==> src/rtl/io_led_pwm.sv <==
//------------------------------------------------------------------------------
// io_led_pwm : N-channel RGB PWM LED controller on the dma_io register bus.
// Optional blink feature enabled by defining IO_LED_PWM_BLINK_EN.
// Revision 1.0 - initial release
//------------------------------------------------------------------------------
`default_nettype none

module io_led_pwm #(
   parameter int          NCH       = 4,
   parameter int          PWIDTH    = 8,
   parameter int          PRE_DIV   = 64,
   parameter logic [13:0] BASE_ADR  = 14'h3E00,
   parameter int          BLINK_PER = 32
) (
   input  logic             clk,
   input  logic             rst_n,
   input  logic             dma_io_we,
   input  logic [13:0]      dma_io_wadr,
   input  logic [31:0]      dma_io_wdata,
   input  logic [13:0]      dma_io_radr,
   input  logic [31:0]      dma_io_rdata_in,
   output logic [31:0]      dma_io_rdata,
   output logic [3*NCH-1:0] rgb_led
);

   localparam int               PRE_W    = (PRE_DIV > 1) ? $clog2(PRE_DIV) : 1;
   localparam logic [PRE_W-1:0] PRE_LAST = PRE_W'(PRE_DIV - 1);
   localparam logic [13:0]      STAT_OFF = 14'(NCH + 1);

   logic [PRE_W-1:0]  pre_q, pre_d;
   logic [PWIDTH-1:0] pcnt_q, pcnt_d;
   logic [NCH-1:0]    en_q, en_d;
   logic [PWIDTH-1:0] shadow_q [NCH][3];
   logic [PWIDTH-1:0] shadow_d [NCH][3];
   logic [PWIDTH-1:0] active_q [NCH][3];
   logic [PWIDTH-1:0] active_d [NCH][3];
   logic [3*NCH-1:0]  led_q, led_d;

   logic [13:0]       wr_off;
   logic [13:0]       rd_off;
   logic              ctrl_wr;
   logic              clr;
   logic              tick;
   logic              wrap;
   logic [NCH-1:0]    blink_en;
   logic              phase;
   logic              unused_wdata;

   assign wr_off  = dma_io_wadr - BASE_ADR;
   assign rd_off  = dma_io_radr - BASE_ADR;
   assign ctrl_wr = dma_io_we && (wr_off == 14'd0);
   assign clr     = ctrl_wr && dma_io_wdata[16];
   assign tick    = (pre_q == PRE_LAST);
   assign wrap    = tick && (&pcnt_q);

   assign unused_wdata = &{1'b0, dma_io_wdata};

`ifdef IO_LED_PWM_BLINK_EN
   localparam int                BCNT_W    = (BLINK_PER > 1) ? $clog2(BLINK_PER) : 1;
   localparam logic [BCNT_W-1:0] BCNT_LAST = BCNT_W'(BLINK_PER - 1);

   logic [BCNT_W-1:0] bcnt_q, bcnt_d;
   logic [NCH-1:0]    blink_en_q, blink_en_d;
   logic              phase_q, phase_d;

   // Blink counter advances once per PWM period; phase toggles after BLINK_PER periods.
   always_comb begin
      bcnt_d     = bcnt_q;
      phase_d    = phase_q;
      blink_en_d = blink_en_q;
      if (ctrl_wr) begin
         blink_en_d = dma_io_wdata[8 +: NCH];
      end
      if (clr) begin
         bcnt_d  = '0;
         phase_d = 1'b0;
      end else if (wrap) begin
         if (bcnt_q == BCNT_LAST) begin
            bcnt_d  = '0;
            phase_d = ~phase_q;
         end else begin
            bcnt_d = bcnt_q + BCNT_W'(1);
         end
      end
   end

   always_ff @(posedge clk or negedge rst_n) begin
      if (!rst_n) begin
         bcnt_q     <= '0;
         phase_q    <= 1'b0;
         blink_en_q <= '0;
      end else begin
         bcnt_q     <= bcnt_d;
         phase_q    <= phase_d;
         blink_en_q <= blink_en_d;
      end
   end

   assign blink_en = blink_en_q;
   assign phase    = phase_q;
`else
   logic unused_blink_per;

   assign unused_blink_per = (BLINK_PER == 0);
   assign blink_en         = '0;
   assign phase            = 1'b0;
`endif

   always_comb begin
      pre_d    = pre_q;
      pcnt_d   = pcnt_q;
      en_d     = en_q;
      shadow_d = shadow_q;
      active_d = active_q;
      led_d    = '0;

      if (ctrl_wr) begin
         en_d = dma_io_wdata[NCH-1:0];
      end
      for (int n = 0; n < NCH; n++) begin
         if (dma_io_we && (wr_off == 14'(n + 1))) begin
            for (int c = 0; c < 3; c++) begin
               shadow_d[n][c] = dma_io_wdata[8*c +: PWIDTH];
            end
         end
      end

      // shadow_d already holds a same-cycle DUTY write, giving write-through at wrap.
      if (clr) begin
         pre_d    = '0;
         pcnt_d   = '0;
         active_d = shadow_d;
      end else begin
         if (tick) begin
            pre_d  = '0;
            pcnt_d = pcnt_q + PWIDTH'(1);
         end else begin
            pre_d = pre_q + PRE_W'(1);
         end
         if (wrap) begin
            active_d = shadow_d;
         end
      end

      for (int n = 0; n < NCH; n++) begin
         for (int c = 0; c < 3; c++) begin
            led_d[3*n + c] = en_q[n] && !(blink_en[n] && phase) &&
                             ((&active_q[n][c]) || (pcnt_q < active_q[n][c]));
         end
      end
   end

   always_ff @(posedge clk or negedge rst_n) begin
      if (!rst_n) begin
         pre_q  <= '0;
         pcnt_q <= '0;
         en_q   <= '0;
         led_q  <= '0;
         for (int n = 0; n < NCH; n++) begin
            for (int c = 0; c < 3; c++) begin
               shadow_q[n][c] <= '0;
               active_q[n][c] <= '0;
            end
         end
      end else begin
         pre_q    <= pre_d;
         pcnt_q   <= pcnt_d;
         en_q     <= en_d;
         led_q    <= led_d;
         shadow_q <= shadow_d;
         active_q <= active_d;
      end
   end

   assign rgb_led = led_q;

   // Zero-latency read mux; addresses outside the map pass the upstream chain through.
   always_comb begin
      dma_io_rdata = dma_io_rdata_in;
      if (rd_off == 14'd0) begin
         dma_io_rdata            = '0;
         dma_io_rdata[NCH-1:0]   = en_q;
         dma_io_rdata[8 +: NCH]  = blink_en;
      end else if (rd_off == STAT_OFF) begin
         dma_io_rdata               = '0;
         dma_io_rdata[PWIDTH-1:0]   = pcnt_q;
         dma_io_rdata[8]            = phase;
      end else begin
         for (int n = 0; n < NCH; n++) begin
            if (rd_off == 14'(n + 1)) begin
               dma_io_rdata = '0;
               for (int c = 0; c < 3; c++) begin
                  dma_io_rdata[8*c +: PWIDTH] = shadow_q[n][c];
               end
            end
         end
      end
   end

endmodule

`default_nettype wire
==> config.mk <==
export PLATFORM = sky130hd
export DESIGN_NAME = io_led_pwm
export DESIGN_NICKNAME = d
export VERILOG_FILES = /design/src/rtl/io_led_pwm.sv
export SDC_FILE = /design/constraint.sdc
export NUM_CORES = 1
export LEC_CHECK = 0
export ABC_AREA = 1
export BUFFER_PORTS_ARGS = -buffer_cell sky130_fd_sc_hd__buf_2
export CAP_MARGIN = 40
export CELL_PAD_IN_SITES_DETAIL_PLACEMENT = 1
export CELL_PAD_IN_SITES_GLOBAL_PLACEMENT = 1
export CORE_MARGIN = 4
export CORE_UTILIZATION = 40
export DETAILED_ROUTE_END_ITERATION = 6
export PLACE_DENSITY = 0.8
export SYNTH_ARGS = -nofsm -noshare
export SYNTH_HDL_FRONTEND = slang
export SYNTH_SLANG_ARGS = --single-unit
==> constraint.sdc <==
create_clock -name clk -period 2.55 [get_ports clk]
set_input_delay 0.255 -clock clk [delete_from_list [all_inputs] [get_ports clk]]
set_output_delay 0.255 -clock clk [all_outputs]
set_load 0.01 [all_outputs]
Word level (Yosys, flattened, before mapping)

Cells that the tools add are included.

Add/subtract/negate cells: 4
Magnitude comparators: 12
Equality and inequality tests: 10
Multiplexer cells: 16
Reduce and logical (&&, ||, !) cells: 48

Operators by type and width:

| cell                                                                   | number |
|---|---|
| 32-bit two-way mux                                                     | 6 |
| 96-bit two-way mux                                                     | 2 |
| 8-bit AND reduction                                                    | 13 |
| 8-bit less-than comparator                                             | 12 |
| 24-bit two-way mux                                                     | 4 |
| 14-bit by 2-bit equality test with 1-bit output, second input constant | 4 |
| 14-bit by 3-bit equality test with 1-bit output, second input constant | 3 |
| 14-bit by 1-bit equality test with 1-bit output, second input constant | 2 |
| 14-bit zero test                                                       | 2 |
| 14-bit subtractor, second input constant                               | 2 |
| 1-bit logical AND                                                      | 19 |
| 8-bit two-way mux                                                      | 2 |
| 1-bit logical OR                                                       | 12 |
| 6-bit two-way mux                                                      | 2 |
| 8-bit by 1-bit adder with 8-bit output, second input constant          | 1 |
| 6-bit by 1-bit adder with 6-bit output, second input constant          | 1 |
| 6-bit equality test, second input constant                             | 1 |
| 2-bit nonzero test                                                     | 2 |

Register bits: 222
Output and inout port bits: 44

Longest topological paths before layout

Depth after elaboration: 8
Gate-level depth with buffers: 15

Worst setup path after synthesis

OpenSTA, ideal clock, no wires.

Kind: input port to output port
From: in dma_io_radr[9]
To: out dma_io_rdata[15]
Data arrival time: 1.813 ns
Required time: 2.295 ns
Setup slack: 0.482 ns
Stages on the path: 12
Buffers on the path: 2
Cell sequence: ha_1 > inv_1 > nand3_1 > nor2_4 > nand2_2 > inv_2 > buf_4 > nand3_1 > clkbuf_1 > nand3_1 > nand2_1 > a21oi_1

Longest elaborated chain between the ends: 8
Elaborated cells on any way between the ends: 13

RTL lines:

| element                                         | RTL line | text |
|---|---|---|
| start, declared                                 | 20       | `input logic [13:0] dma_io_radr,` |
| 14-bit subtractor (*)                           | 50       | `assign rd_off = dma_io_radr - BASE_ADR;` |
| 14-bit by 1-bit equality test with 1-bit output | 190      | `if (rd_off == 14'(n + 1)) begin` |
| 32-bit two-way mux (4 in series)                | 190      |  |
| 32-bit two-way mux                              | 184      | `end else if (rd_off == STAT_OFF) begin` |
| 32-bit two-way mux (*)                          | 180      | `if (rd_off == 14'd0) begin` |
| end, declared                                   | 22       | `output logic [31:0] dma_io_rdata,` |

Every way passes the cells marked *; elsewhere a longest branch is shown, timed or not.

Final worst setup path

From: in dma_io_radr[10]
To: out dma_io_rdata[19]

Same word-level chain as after synthesis.

==> flow_summary.yaml <==
drt:
  wl_met3_um: 3320
  top_layer: "met5"
  dr.pass1.iters: 5
  drt-met1-wl_um: 20200
  detail-route-antenna-nets: 0
  routedWlPerCell_um: 21.2
  met2_length_um: 21800
  drtIter0Drc: 937
  drcViolationCount: 0
  wl_um: 47300
  avgViaCountPerCell: 5.46
  via_count: 12138
placement:
  finalWeightedCongestion: 0.944
  numPortBuffers: 130
  place_ws_ns: -0.147
  dpl.hpwl_um: 35500
worst_setup_path:
  critPathKind: "in -> out"
  worst_setup_path_end_kind: "primary output"
  slowest_delay_ns: 0.26
  cp.required_ns: 2.30
  ff2ff_path_depth: 10
  rr_startpoint: "pre_q[0]$_DFF_PN0_"
  r2r_slack_ns: 0.32
  path_max_fanout: 18
  path_common_cell: "nand3_1"
  crit_chain: "buf_2 > ha_1 > inv_1 > nand3_1 > nor2_4 > buf_4 > nand3_2 > buf_12 > nand2_1 > nand3_1 > nand3_1 > nand2_1 > a21oi_1 > buf_2"
  slowest_stage: "ha_1"
  worst_setup_path_start_kind: "primary input"
  worstPathArrival_ns: 2.22
  worstReg2RegEnd: "active_q[92]$_DFFE_PN0P_"
synth:
  synth.distinct_cells: 34
  ys_seq_area_share_pct: 43.5
  synth.cell_area_um2: 12800
  synth_cells: 1646
  synth.avg_cell_area_um2: 7.77
  synth-seq-cells: 222
  synth_nets: 1829
  yosysWarnings: 0
clocking:
  clk_transition_reported_paths_ns: 0.06
  htreeDepth: 1
  cts.sinks: 222
  clk-insertion-delay-late_ns: 0.53
  clockBufferDepth: 3
  cts-buffers-inserted: 25
  root_buffer: "clkbuf_16"
  cts_tree: "done"
grt:
  grt_max_degree: 69
  antenna_found_initial: 1
  grt_pass1_wl_um: 73000
  grt_pass1_vias: 12827
  grt_use_total_pct: 26.7
  grt-ovfl-total: 0
pwr:
  p_leak_nw: 7.89
  vdd_ir_drop_max_uv: 362
  power_density_nw_per_um2: 523
layout:
  n_antenna_cell: 0
  drive_gt1_share_pct: 17.3
  layout.nets: 1988
  areaGrowthSynthToFinish_pct: 19.7
timing:
  drv_slew: 0
  slew_headroom_pct: 50.4
  hold_viol_final: 0
  timing.fmax_mhz: 405
  fin_worst_skew_ns: 0.0217
  worst_pin_slew_ns: 0.744
  layout_min_cycle_time_ns: 2.47
  fin_ws_ns: 0.0792
  post-route-period-util_pct: 96.9
  setup_viol: 0
  rsz0062_at_grt: "true"
  fin_tns_setup_ns: 0
die:
  start_util_pct: 40.5
  core-area_um2: 31600
  die_h_um: 187
  ios: 139
  rows: 65
  die_w_um: 187
  die_area_um2: 34900
min_path:
  min_to: "shadow_q[59]$_DFF_PN0_"
  hp-start: "dma_io_wdata[11]"
  hp-class: "in -> reg"
  hold_depth: 3
run:
  maxCapViolCount: 0
run_status:
  status: "finished clean"
timing repair:
item                                    CTS  global route
hold buffers                              1             0
buffers inserted                          0             1
endpoints found under the hold margin    65             0
pin swaps                                 0             2
gates resized for setup                   7            28
endpoints found under the setup margin    8            32
sequential cells by signal (all words and copies together), names as in the netlist:
signal	count
active_q	96
en_q	4
pcnt_q	8
pre_q	6
rgb_led	12
shadow_q	96
stage by stage:
stage,hold WS (ns),area (um^2),cells,utilization (%),power (mW)
finish,0.0197,15300,2225,48.5,8.00
global route,0.0380,15300,2225,48.5,8.26
CTS,0.0153,15200,2224,48.1,8.05
detailed placement,0.268,14300,2178,45.3,4.28
global placement,0.261,14300,2178,45.3,4.25
floorplan,-0.0406,12800,1646,-,3.89
Yosys cell counts, drive strengths merged:
library cell    n  area [um^2]
inv           345         1290
nand2         344         1350
dfrtp         222         5560
o21ai         187         1010
a21oi         141          706
ha             88         1100
nor2           81          317
nand3          63          325
buf            47          315
nand4          39          244
nor4           23          144
clkbuf         16         60.1
o211ai         15          113
nor3           13         76.3
nor3b          10         75.1
nand3b          3         22.5
xor2            3         26.3
clkinv          1         3.75
o21a            1         7.51
o221ai          1         8.76
o22ai           1         6.26
or4             1         7.51
xnor2           1         8.76
report_power, final:
| part | switching, mW | internal, mW |
|---|---|---|
| sequential | 0.0313 | 3.57 |
| clock | 1.53 | 2.24 |
| combinational | 0.434 | 0.198 |
| total | 2.00 | 6.01 |
worst max-delay path by stage:
| stage | from | end | slack [ns] | cells after the start |
|---|---|---|---|---|
| 3_3_place_gp | dma_io_radr[9] | dma_io_rdata[9] | -0.11 | 16 |
| 2_1_floorplan | dma_io_radr[9] | dma_io_rdata[15] | 0.48 | 12 |
| 4_1_cts | dma_io_radr[10] | dma_io_rdata[22] | 0.006 | 15 |
| 6_report | dma_io_radr[10] | dma_io_rdata[19] | 0.08 | 14 |
| 3_5_place_dp | dma_io_radr[10] | dma_io_rdata[9] | -0.15 | 16 |
| 5_1_grt | dma_io_radr[10] | dma_io_rdata[18] | -0.02 | 14 |
cells by family after synthesis:
logic type | Yosys count | synth area share (%)
AO/OA/AOI/OAI | 346 | 14.5
flip-flops | 222 | 43.5
adder cells (fa/ha/maj) | 88 | 8.61
AND/OR/NAND/NOR | 577 | 20.1
buffers and inverters | 409 | 13.1
XOR/XNOR | 4 | 0.274
area by class of cell:
cell class / count / area [um^2]
clock inverter: 9 / 114
multi-input combinational: 1015 / 5680
inverter: 346 / 1310
timing repair buffer: 195 / 1390
tap: 402 / 503
clock buffer: 36 / 747
sequential: 222 / 5560
fill: 3915 / 16300
worst max-delay path, delay by kind of cell:
| family | cells | cell delay, ns |
|---|---|---|
| AOI/OAI and AO/OA | 1 | 0.14 |
| and+or+nand+nor | 7 | 0.91 |
| adders and majority gates | 1 | 0.26 |
| buffers and inverters | 5 | 0.63 |
cells in the final DEF (no fill, tap or decap), types with 8 or more instances in the layout:
| cell | synthesis | routed |
|---|---|---|
| inv_1 | 339 | 339 |
| nand2_1 | 319 | 317 |
| dfrtp_1 | 222 | 222 |
| a21oi_1 | 141 | 129 |
| buf_2 | 35 | 128 |
| o21ai_0 | 106 | 105 |
| ha_1 | 88 | 88 |
| nor2_1 | 78 | 75 |
| o21ai_1 | 61 | 60 |
| nand3_1 | 61 | 58 |
| buf_4 | 1 | 43 |
| nand4_1 | 39 | 39 |
| nand2_2 | 25 | 25 |
| clkbuf_16 | 0 | 25 |
| nor4_1 | 23 | 23 |
| o21ai_2 | 20 | 22 |
| buf_12 | 1 | 17 |
| o211ai_1 | 15 | 15 |
| nor3_1 | 12 | 12 |
| nor3b_1 | 10 | 10 |
| a21oi_2 | 0 | 10 |
| clkbuf_8 | 0 | 8 |
metal layers:
| layer | track usage, % | up-vias |
|---|---|---|
| met2 | 44.1 | 440 |
| met3 | 5.05 | 121 |
| met4 | 9.70 | 2 |
| met5 | 0 | - |
| li1 | - | 5573 |
| met1 | 35.1 | 6002 |
No activity file was read; power rests on OpenSTA's default activity.
